File: config.mk
export PLATFORM = sky130hd
export DESIGN_NAME = hazard_ctrl
export DESIGN_NICKNAME = d
export VERILOG_FILES = /design/src/rtl/hazard_ctrl_pkg.sv /design/src/rtl/hazard_ctrl_detect.sv /design/src/rtl/hazard_ctrl.sv
export SDC_FILE = /design/constraint.sdc
export NUM_CORES = 1
export LEC_CHECK = 0
export CAP_MARGIN = 20
export CORE_MARGIN = 5
export CORE_UTILIZATION = 30
export CTS_CLUSTER_DIAMETER = 150
export DETAILED_ROUTE_END_ITERATION = 10
export GPL_TIMING_DRIVEN = 0
export PLACE_DENSITY = 0.75
export SYNTH_ARGS = -nofsm -noshare
export SYNTH_HDL_FRONTEND = slang
export SYNTH_SLANG_ARGS = --single-unit
File: constraint.sdc
create_clock -name CLK -period 1.7 [get_ports CLK]
set_input_delay 0.17 -clock CLK [delete_from_list [all_inputs] [get_ports CLK]]
set_output_delay 0.17 -clock CLK [all_outputs]
set_load 0.05 [all_outputs]
File: src/rtl/hazard_ctrl_pkg.sv
// ============================================================================
// hazard_ctrl_pkg : shared types for the pipeline hazard controller
// Rev 1.0
// ============================================================================
`default_nettype none

package hazard_ctrl_pkg;

   typedef logic [4:0] regbits_t;

   typedef enum logic [1:0] {
      RUN        = 2'd0,
      HALT_DRAIN = 2'd1,
      HALTED     = 2'd2
   } hz_state_t;

   // Winning RUN-state condition, kept as a named signal for waveform debug
   typedef enum logic [2:0] {
      MEMWAIT  = 3'd0,
      HALT     = 3'd1,
      REDIRECT = 3'd2,
      LOADUSE  = 3'd3,
      IMISS    = 3'd4,
      NONE     = 3'd5
   } hz_cause_t;

   function automatic logic reg_match(input regbits_t dst, input regbits_t src);
      return (dst != '0) && (dst == src);
   endfunction

endpackage

`default_nettype wire

File: src/rtl/hazard_ctrl_detect.sv
// ============================================================================
// hz_detect : combinational load-use and data-memory-wait detection
// Rev 1.0
// ============================================================================
`default_nettype none

module hz_detect
   import hazard_ctrl_pkg::*;
(
   input  logic     d_ren_o2,
   input  regbits_t wsel_o2,
   input  regbits_t rsel1_i2,
   input  regbits_t rsel2_i2,
   input  logic     d_ren_o3,
   input  logic     d_wen_o3,
   input  logic     dhit,
   output logic     load_use,
   output logic     mem_busy
);

   assign mem_busy = (d_ren_o3 | d_wen_o3) & ~dhit;
   assign load_use = d_ren_o2 & (reg_match(wsel_o2, rsel1_i2) | reg_match(wsel_o2, rsel2_i2));

endmodule

`default_nettype wire

File: src/rtl/hazard_ctrl.sv
// ============================================================================
// hazard_ctrl : pipeline latch-enable/flush sequencing and halt drain FSM
// Optional stall counter enabled by macro HAZARD_STALL_CNT_EN
// Rev 1.0
// ============================================================================
`default_nettype none

module hazard_ctrl
   import hazard_ctrl_pkg::*;
#(
   parameter int DRAIN_CYCLES = 2,
   parameter int CNT_W        = 32
) (
   input  logic             CLK,
   input  logic             nRST,
   input  logic             ihit,
   input  logic             dhit,
   input  logic             d_ren_o2,
   input  logic [4:0]       wsel_o2,
   input  logic [4:0]       rsel1_i2,
   input  logic [4:0]       rsel2_i2,
   input  logic             d_ren_o3,
   input  logic             d_wen_o3,
   input  logic             redirect_o3,
   input  logic             halt_o3,
   output logic             pc_en,
   output logic             pipe1_en,
   output logic             pipe2_en,
   output logic             pipe3_en,
   output logic             pipe4_en,
   output logic             hz_flushed1,
   output logic             hz_flushed2,
   output logic             flushed,
   output logic             halt
`ifdef HAZARD_STALL_CNT_EN
   ,
   output logic [CNT_W-1:0] stall_cnt
`endif
);

   localparam int DRAIN_W = (DRAIN_CYCLES > 1) ? $clog2(DRAIN_CYCLES) : 1;
   localparam logic [DRAIN_W-1:0] DRAIN_LAST = DRAIN_W'(DRAIN_CYCLES - 1);

   hz_state_t          state_q, state_d;
   logic [DRAIN_W-1:0] drain_q, drain_d;
   logic               halt_q, halt_d;
   hz_cause_t          cause;
   logic               load_use, mem_busy;
   logic [7:0]         ctl;

   hz_detect u_detect (
      .d_ren_o2 (d_ren_o2),
      .wsel_o2  (wsel_o2),
      .rsel1_i2 (rsel1_i2),
      .rsel2_i2 (rsel2_i2),
      .d_ren_o3 (d_ren_o3),
      .d_wen_o3 (d_wen_o3),
      .dhit     (dhit),
      .load_use (load_use),
      .mem_busy (mem_busy)
   );

   always_comb begin
      cause = NONE;
      if (mem_busy)         cause = MEMWAIT;
      else if (halt_o3)     cause = HALT;
      else if (redirect_o3) cause = REDIRECT;
      else if (load_use)    cause = LOADUSE;
      else if (!ihit)       cause = IMISS;
   end

   // ctl = {pc_en, pipe1..4_en, hz_flushed1, hz_flushed2, flushed}
   always_comb begin
      ctl     = 8'b00000_000;
      state_d = state_q;
      drain_d = drain_q;
      halt_d  = halt_q;
      unique case (state_q)
         RUN: begin
            unique case (cause)
               MEMWAIT:  ctl = 8'b00000_000;
               HALT: begin
                  ctl     = 8'b01111_111;
                  drain_d = '0;
                  state_d = HALT_DRAIN;
               end
               REDIRECT: ctl = 8'b11111_111;
               LOADUSE:  ctl = 8'b00111_010;
               IMISS:    ctl = 8'b01111_100;
               default:  ctl = 8'b11111_000;
            endcase
         end
         HALT_DRAIN: begin
            if (!mem_busy) begin
               ctl     = 8'b01111_111;
               drain_d = drain_q + DRAIN_W'(1);
               if (drain_q == DRAIN_LAST) begin
                  state_d = HALTED;
                  halt_d  = 1'b1;
               end
            end
         end
         HALTED: ctl = 8'b00000_000;
         default: state_d = RUN;
      endcase
   end

   always_ff @(posedge CLK or negedge nRST) begin
      if (!nRST) begin
         state_q <= RUN;
         drain_q <= '0;
         halt_q  <= 1'b0;
      end else begin
         state_q <= state_d;
         drain_q <= drain_d;
         halt_q  <= halt_d;
      end
   end

   // Latch controls are forced low for the whole reset window, not just at the edge
   assign {pc_en, pipe1_en, pipe2_en, pipe3_en, pipe4_en,
           hz_flushed1, hz_flushed2, flushed} = ctl & {8{nRST}};
   assign halt = halt_q;

`ifdef HAZARD_STALL_CNT_EN
   logic [CNT_W-1:0] stall_cnt_q, stall_cnt_d;
   logic             stalled;

   assign stalled = (state_q == RUN) && (ctl[7:3] != 5'b11111);

   always_comb begin
      stall_cnt_d = stall_cnt_q;
      if (stalled && (stall_cnt_q != '1))
         stall_cnt_d = stall_cnt_q + CNT_W'(1);
   end

   always_ff @(posedge CLK or negedge nRST) begin
      if (!nRST) stall_cnt_q <= '0;
      else       stall_cnt_q <= stall_cnt_d;
   end

   assign stall_cnt = stall_cnt_q;
`endif

endmodule

`default_nettype wire

* Word-level counts from Yosys, hierarchy flattened
Cells that the tools add are included.
** Word-level totals
- Register bits :: 4
- Input bits :: 24
- Output and inout port bits :: 9
- Logic and storage cells :: 47
** Operators by class
- $add $sub $neg :: 1
- Eq/ne operators :: 11
- Mux-type cells :: 15
- Bitwise gates (word level) :: 8
- Reductions and logical operators :: 9
** Operators with widths (count)
- one-hot mux 8 bit (5 select lines) :: 1
- one-hot mux 8 bit (2 select lines) :: 1
- two-way mux 3 bit :: 4
- equality test 5 bit :: 2
- AND 8 bit :: 1
- two-way mux 7 bit :: 1
- equality test 3 x 2 -> 1 bit, second input constant :: 2
- two-way mux 2 bit :: 3
- inequality test 2 bit, second input constant :: 3
- one-hot mux 2 bit (3 select lines) :: 1
- AND reduction 3 bit :: 2
- nonzero test 5 bit :: 1
- AND reduction 4 bit :: 1
- equality test 3 x 1 -> 1 bit, second input constant :: 1
- equality test 3 bit, second input constant :: 1
- logical NOT 3 bit :: 1
- two-way mux 1 bit :: 3
- inverter 1 bit :: 3
- AND 1 bit :: 2
- equality test 2 x 1 -> 1 bit, second input constant :: 1
- equality test 2 bit, second input constant :: 1
- logical AND 1 bit :: 2
- logical NOT 2 bit :: 1
- bitwise OR 1 bit :: 2
- 3 further kinds :: 3

* Longest topological paths before layout
Gate-level depths: netlist (run 1).
- Word-level depth :: 12
- Gate-level depth with buffers :: 5
- Depth with buffers taken out :: 5

* By module
A second synthesis (run 1) with hierarchy kept.
** Second synthesis, totals
- Cells, all modules :: 49
- Area, all modules :: 414.1 um^2
** By module, submodules not included
- hazard_ctrl :: times used 1, cells an instance 30, area an instance 281.5 um^2, sequential area each 100.1 um^2
- hz_detect :: times used 1, cells an instance 19, area an instance 132.6 um^2, sequential area each 0.0 um^2

* Worst setup path after synthesis (run 1)
OpenSTA, ideal clock, no wires.
- Path kind :: input-to-output
- Start point :: input wsel_o2[1]
- End point :: output pc_en
- Arrival :: 2.066 ns
- Setup slack :: -0.536 ns
- Stages :: 4
- Cells stage by stage :: or4_4 -> o21ai_4 -> o21ai_2 -> a2111oi_2
** Between the ends
- Word-level cells in the longest chain between the ends :: 12
- Elaborated cells between the ends (all ways) :: 19
** Ends and longest elaborated chain
- start, declared :: RTL line hazard_ctrl.sv:19 : input logic [4:0] wsel_o2,
- equality test 5 bit or nonzero test 5 bit (tied branches) :: RTL line hazard_ctrl_pkg.sv:28 : return (dst != '0) && (dst == src);
- logical AND 1 bit :: RTL line hazard_ctrl_pkg.sv:28
- bitwise OR 1 bit * :: RTL line hazard_ctrl_detect.sv:22 : assign load_use = d_ren_o2 & (reg_match(wsel_o2, rsel1_i2) | reg_match(wsel_o2, rsel2_i2));
- AND 1 bit * :: RTL line hazard_ctrl_detect.sv:22
- two-way mux 3 bit * :: RTL line hazard_ctrl.sv:68 : else if (load_use) cause = LOADUSE;
- two-way mux 3 bit * :: RTL line hazard_ctrl.sv:67 : else if (redirect_o3) cause = REDIRECT;
- two-way mux 3 bit * :: RTL line hazard_ctrl.sv:66 : else if (halt_o3) cause = HALT;
- two-way mux 3 bit * :: RTL line hazard_ctrl.sv:65 : if (mem_busy) cause = MEMWAIT;
- equality test 3 bit, or another cell as far along :: RTL line hazard_ctrl.sv:80 : unique case (cause)
- one-hot mux 8 bit (5 select lines) * :: RTL line hazard_ctrl.sv:80
- one-hot mux 8 bit (2 select lines) * :: RTL line hazard_ctrl.sv:78 : unique case (state_q)
- AND 8 bit * :: RTL line hazard_ctrl.sv:122 : hz_flushed1, hz_flushed2, flushed} = ctl & {8{nRST}};
- end, declared :: RTL line hazard_ctrl.sv:26 : output logic pc_en,
Mark *: on every way between the ends. The rest lies on a longest branch, timed or not.

* Worst setup path in the final report (run 1)
- Start point :: input wsel_o2[4]
- End point :: output pc_en
Same word-level chain as after synthesis.

==> results.py, run 1 <==
metrics = {
    "worst_setup_path": {
        "slowest_delay_ps": 530,
        "r2r_slack_ps": 750,
        "crit_arrival_ps": 1560,
        "path_buf_inv": 2,
        "path_class": "primary input to output pin",
        "crit_path_end_kind": "output pin",
        "r2r_start": "state_q[0]$_DFFE_PN0P_",
        "start_kind": "primary input",
        "reg2regPathDepth": 4,
        "crit_path_top_delay_cell": "or4_4",
        "reg2reg_to": "state_q[0]$_DFFE_PN0P_",
        "crit_path_cell_trace": "buf_8 > or4_4 > o21ai_4 > o21ai_2 > a2111oi_4 > buf_6",
        "worstPathRequired_ps": 1530,
        "cpLargestDelayFamily": "compound AO/OA/AOI/OAI gates",
        "crit_fanout": 3,
    },
    "placement": {
        "place_area_um2": 767,
        "numPortBuffers": 32,
        "dp_hpwl_um": 987,
        "gp_routability_congestion": 0.770,
        "dp_cells": 97,
    },
    "clock_network": {
        "clock_sinks": 4,
        "clk_latency_ps": 230,
        "clkTransAtPathRegs_ps": 40,
        "clockBufferDepth": 2,
        "cts_tree": "built",
        "cts_inserted_buffers": 3,
        "cts_root_buf": "clkbuf_4",
        "htree_num_levels": 1,
    },
    "routing": {
        "viasPerCell": 4.53,
        "wl_um": 1270,
        "vias": 471,
        "drt_first_pass_iters": 4,
        "drc": 0,
        "drt_iter0_markers": 7,
        "routedWlPerCell_um": 12.2,
        "postRouteAntennaNets": 0,
    },
    "power_and_ir_drop": {
        "switchingPower_uw": 410,
        "pwr-share-seq_pct": 23.2,
        "p_sw_share_pct": 48.9,
        "p_per_area_nw_per_um2": 1030,
        "clockPowerShare_pct": 14.2,
        "p_int_uw": 428,
        "totalPowerFinal_uw": 839,
        "comb_power_share_pct": 62.6,
        "leakage_uw": 0.000371,
        "ir_worst_vdd_mv": 0.583,
    },
    "cells_and_area": {
        "final-seq-area_um2": 100,
        "area_growth_pct": 99.7,
        "fin_nets": 115,
        "drive_above_1_share_pct": 40.4,
        "finalInstanceArea_um2": 812,
        "fin_util_pct": 63.2,
        "multi_input_area_um2": 324,
        "instances_no_fill": 104,
        "n_antenna_cell": 0,
        "nFillCells": 127,
    },
    "logic_synthesis": {
        "avgSynthCellArea_um2": 8.13,
        "async_reset_ff_share_pct": 100,
        "synthFlopType": "dfrtp_1",
        "yosysWarnings": 0,
        "synth.distinct_cells": 19,
        "ys_ff_latch": 4,
        "synthMuxAreaShare_pct": 0,
        "synthAdderAreaFrac_pct": 0,
        "yosys.area_share.simple_pct": 19.7,
        "synth_top_family_by_area": "compound AO/OA/AOI/OAI gates",
        "syn_area_um2": 407,
        "synth-edff-count": 0,
        "synth_xor_area_share_pct": 21.5,
        "synth_seq_area_share_pct": 24.6,
        "synth_compound_area_share_pct": 26.8,
        "syn-num-nets": 74,
        "postSynthCellCount": 50,
    },
    "global_routing": {
        "antenna_found_initial": 0,
        "grt_pass1_wl_um": 1830,
        "grt-ovfl-total": 0,
        "grt_usage_pct": 11.4,
        "grt_pass1_vias": 438,
        "grt_max_degree": 8,
    },
    "sta": {
        "final-max-slew-violation-count": 0,
        "finalHoldViolCount": 0,
        "max_freq_ghz": 0.578,
        "rsz0062_at_grt": "true",
        "tightest_slew_ps": 491,
        "max_slew_margin_pct": 67.1,
        "setup_viol": 1,
        "fin_crit_sh_pct": 102,
        "layout_min_cycle_time_ps": 1730,
        "setup_slack_ps": -29.0,
        "clock_skew_ps": 1.30,
    },
    "hold_path": {
        "hold_class": "primary input to asynchronous set/reset pin",
    },
    "floorplanning": {
        "die-area_um2": 2190,
        "core-area_um2": 1280,
        "start_util_pct": 31.6,
        "num_rows": 13,
        "die_y_um": 46.8,
        "die_width_um": 46.8,
        "io_pins": 33,
    },
    "run_status": {
        "violations": "setup timing",
        "status": "finished with violations",
    },
    "flow_run": {
        "maxCapViolations": 0,
    },
}
-- area by class of cell --
| class | count | area share [%] |
|---|---|---|
| Sequential cell | 4 | 12.3 |
| Multi-Input combinational cell | 40 | 39.9 |
| Buffer | 2 | 1.85 |
| Timing Repair Buffer | 36 | 39.0 |
| Tap cell | 15 | 2.31 |
| Clock buffer | 3 | 2.77 |
| Inverter | 4 | 1.85 |
-- Yosys cell counts (2+ instances only) --
library cell / count / area share (%)
o21ai_0: 4 / 4.9
xor2_1: 10 / 22
nor3_1: 3 / 3.7
buf_4: 2 / 3.7
nand2_1: 3 / 2.8
a21oi_1: 3 / 3.7
and2_1: 2 / 3.1
nor2_1: 5 / 4.6
inv_1: 4 / 3.7
dfrtp_1: 4 / 25
o21bai_1: 2 / 3.7
-- layer usage --
layer | vias up | track usage (%) | routed length [um]
met4 | 0 | 3.31 | 0
li1 | 249 | - | -
met2 | 15 | 19.2 | 626
met3 | 0 | 1.15 | 94
met1 | 207 | 15.2 | 549
met5 | - | 0 | 0
-- worst reg2reg max path, delay by kind of cell, from the launching register on --
kind / cells / cell delay [ps]
DFF: 1 / 510
AOI/OAI and AO/OA: 2 / 180
buffers and inverters: 1 / 100
and+or+nand+nor: 1 / 100
-- timing repair --
| item | CTS | global route |
|---|---|---|
| setup buffers | 2 | 2 |
| hold buffers | 0 | 0 |
| gates resized for setup | 82 | 11 |
| pin swaps | 15 | 7 |
| endpoints found under the setup margin | 8 | 7 |
-- sequential cells by signal, indices dropped and copies added (netlist names) --
register and cells:
drain_q 1, halt 1, state_q 2
-- per-stage QoR --
| stage | TNS (ps) | setup slack [ps] | hold slack, ps |
|---|---|---|---|
| after floorplan | -172 | -172 | -126 |
| after global placement | -6330 | -1130 | 395 |
| after detailed placement | -6510 | -1140 | 401 |
| after CTS | -124 | -69.7 | 164 |
| after global routing | -105 | -90.2 | 178 |
| final | -29.0 | -29.0 | 164 |
-- how the worst max path moves through the flow --
stage | slack [ps] | start | to | depth (start not counted)
floorplan | -170 | wsel_o2[1] | pc_en | 4
global placement | -1130 | wsel_o2[1] | pc_en | 6
CTS | -70 | wsel_o2[4] | pc_en | 6
finish | -30 | wsel_o2[4] | pc_en | 6
global route | -90 | wsel_o2[4] | pc_en | 6
detailed placement | -1140 | wsel_o2[1] | pc_en | 6
-- logic make-up (layout without fill, tap and decap cells) --
group	count (synthesis)	count (layout)
buf+inv	6	45
simple gates	16	16
xor+xnor	10	10
flops	4	4
compound gates	14	14
-- placed cells by master, fill, tap and decap left out, types with 2 or more instances in the layout --
cell	instances
a21oi_2	2
and2_4	2
buf_2	5
buf_4	8
buf_6	3
buf_8	2
clkbuf_4	3
clkdlybuf4s50_1	9
dfrtp_1	4
dlygate4sd2_1	10
inv_1	3
nand2_1	2
nor2_1	5
o21ai_0	3
o21ai_2	2
o21bai_1	2
xor2_1	10
-- power groups by stage --
stage / Clock (uW) / Combinational [uW] / Sequential, uW
after detailed placement: 0 / 512 / 187
after floorplan: 0 / 290 / 220
after global placement: 0 / 505 / 188
after CTS: 120 / 496 / 190
final: 119 / 525 / 195
after global routing: 128 / 565 / 201
(Power assumes the default switching activity.)
==> run 2: changes to the inputs <==
--- a/config.mk
+++ b/config.mk
@@ -11,6 +11,7 @@
 export CTS_CLUSTER_DIAMETER = 150
 export DETAILED_ROUTE_END_ITERATION = 10
 export GPL_TIMING_DRIVEN = 0
+export MAX_ROUTING_LAYER = met4
 export PLACE_DENSITY = 0.75
 export SYNTH_ARGS = -nofsm -noshare
 export SYNTH_HDL_FRONTEND = slang
==> run 2 against run 1 <==
  * The flow still finishes with violations (setup timing)
  * Total power about the same
  * Clock skew stayed put
  * Hold slack stayed put
  * Cell count is the same
  * Non-clock buffer count unchanged
  * Global-route usage grew 0.37 points
  * Count of clock-buffer cells in the layout stayed put
  * Via count did not move
  * Die area stayed put
  * Routed wire length about the same
  * Setup slack hardly changed
  * Critical path depth did not move
  * Largest cell class unchanged
==> results.py, run 2 (same netlist as run 1, synthesis figures left out) <==
metrics = {
    "sta": {
        "setup_slack_ps": -29.4,
        "layout_min_cycle_time_ps": 1730,
        "fin_hold_ws_ps": 164,
        "fin_crit_sh_pct": 102,
        "max_slew_margin_pct": 67.1,
        "rsz0062_at_grt": "true",
        "finalHoldViolCount": 0,
        "tns_ps": -29.4,
        "final-max-slew-violation-count": 0,
        "clock_skew_ps": 1.30,
        "max_freq_ghz": 0.578,
        "tightest_slew_ps": 491,
        "setup_viol": 1,
    },
    "cells_and_area": {
        "finalInstanceArea_um2": 812,
        "instances_no_fill": 104,
        "fin_nets": 115,
        "largest_reg_flops": 2,
        "area_growth_pct": 99.7,
        "final_cell_mix": "10 x xor2_1, 10 x dlygate4sd2_1, 9 x clkdlybuf4s50_1, 8 x buf_4",
        "n_antenna_cell": 0,
        "drive_above_1_share_pct": 40.4,
        "fin_util_pct": 63.2,
        "top_register": "state_q",
    },
    "global_routing": {
        "antenna_found_initial": 0,
        "grt_pass1_wl_um": 1830,
        "grt_usage_pct": 11.7,
        "grt_pass1_vias": 438,
        "grt_max_degree": 8,
        "grt-ovfl-total": 0,
    },
    "placement": {
        "numPortBuffers": 32,
        "dp_cells": 97,
        "gp_routability_congestion": 0.781,
        "dp_hpwl_um": 987,
        "place_area_um2": 767,
    },
    "worst_setup_path": {
        "crit_path_end_kind": "output pin",
        "start_kind": "primary input",
        "crit_fanout": 3,
        "worstPathRequired_ps": 1530,
        "path_class": "primary input to output pin",
        "crit_arrival_ps": 1560,
    },
    "hold_path": {
        "hold_class": "primary input to asynchronous set/reset pin",
    },
    "floorplanning": {
        "die_y_um": 46.8,
        "start_util_pct": 31.6,
        "io_pins": 33,
        "num_rows": 13,
        "die_width_um": 46.8,
        "die-area_um2": 2190,
        "core-area_um2": 1280,
    },
    "power_and_ir_drop": {
        "leakage_uw": 0.000371,
        "p_per_area_nw_per_um2": 1030,
        "ir_worst_vdd_mv": 0.582,
    },
    "clock_network": {
        "cts_hold_buffers": 0,
        "clockBufferDepth": 2,
        "htree_num_levels": 1,
        "clkTransAtPathRegs_ps": 40,
        "cts_inserted_buffers": 3,
        "clk_latency_ps": 230,
        "clock_sinks": 4,
        "cts_tree": "built",
        "cts_root_buf": "clkbuf_4",
    },
    "routing": {
        "viasPerCell": 4.53,
        "drt_iter0_markers": 7,
        "postRouteAntennaNets": 0,
        "top_layer": "met3",
        "wl_um": 1270,
        "drt_first_pass_iters": 4,
        "wl_met3_um": 81,
        "drc": 0,
        "routedWlPerCell_um": 12.2,
        "vias": 471,
        "drt-met1-wl_um": 561,
        "wl_met2_um": 626,
    },
    "flow_run": {
        "maxCapViolations": 0,
    },
    "run_status": {
        "status": "finished with violations",
        "violations": "setup timing",
    },
}
-- run 2: path summary, 6_finish.rpt --
kind                                   startpoint                endpoint  slack (ps)  cells past startpoint
min in group CLK           state_q[1]$_DFFE_PN0P_  state_q[0]$_DFFE_PN0P_         440                      1
max in group asynchronous                    nRST  state_q[1]$_DFFE_PN0P_        1340                      1
max reg2reg                state_q[0]$_DFFE_PN0P_  state_q[0]$_DFFE_PN0P_         750                      4
max                                    wsel_o2[4]                   pc_en         -30                      6
min                                          nRST     drain_q$_DFFE_PN0P_         160                      1
min reg2reg                state_q[1]$_DFFE_PN0P_  state_q[0]$_DFFE_PN0P_         440                      1
-- run 2: stage by stage --
step	worst slack (ps)	total power, uW
final	-29.4	839
after global routing	-89.6	894
after CTS	-69.7	807
after detailed placement	-1140	699
after global placement	-1130	693
after floorplan	-172	510
-- run 2: critical path, stage by stage --
cell and delay, ps:
buf_8 90, or4_4 530, o21ai_4 160, o21ai_2 100
a2111oi_4 300, buf_6 200
-- run 2: repair_timing --
| item | 4_1_cts | 5_1_grt |
|---|---|---|
| cloned | 0 | 0 |
| pin swaps | 15 | 7 |
| setup buffers | 2 | 2 |
| resized for setup | 82 | 11 |
| endpoints found under the setup margin | 8 | 7 |
-- run 2: power by group --
group          total, uW  internal [uW]  switching [uW]
logic                525            208             317
clock network        119           79.1            40.0
registers            195            141            53.4
-- run 2: cell type report --
| cell class | instances | area (um2) |
|---|---|---|
| multi-input combinational | 40 | 324 |
| tap | 15 | 18.8 |
| buffer | 2 | 15.0 |
| fill | 127 | 473 |
| timing repair buffer | 36 | 317 |
| inverter | 4 | 15.0 |
| clock buffer | 3 | 22.5 |
| sequential | 4 | 100 |
-- run 2: metal layers --
layer | track usage, % | vias to the layer above
li1 | - | 249
met1 | 15.7 | 207
met2 | 19.2 | 15
met3 | 0.383 | 0
met4 | 3.31 | 0
met5 | - | -
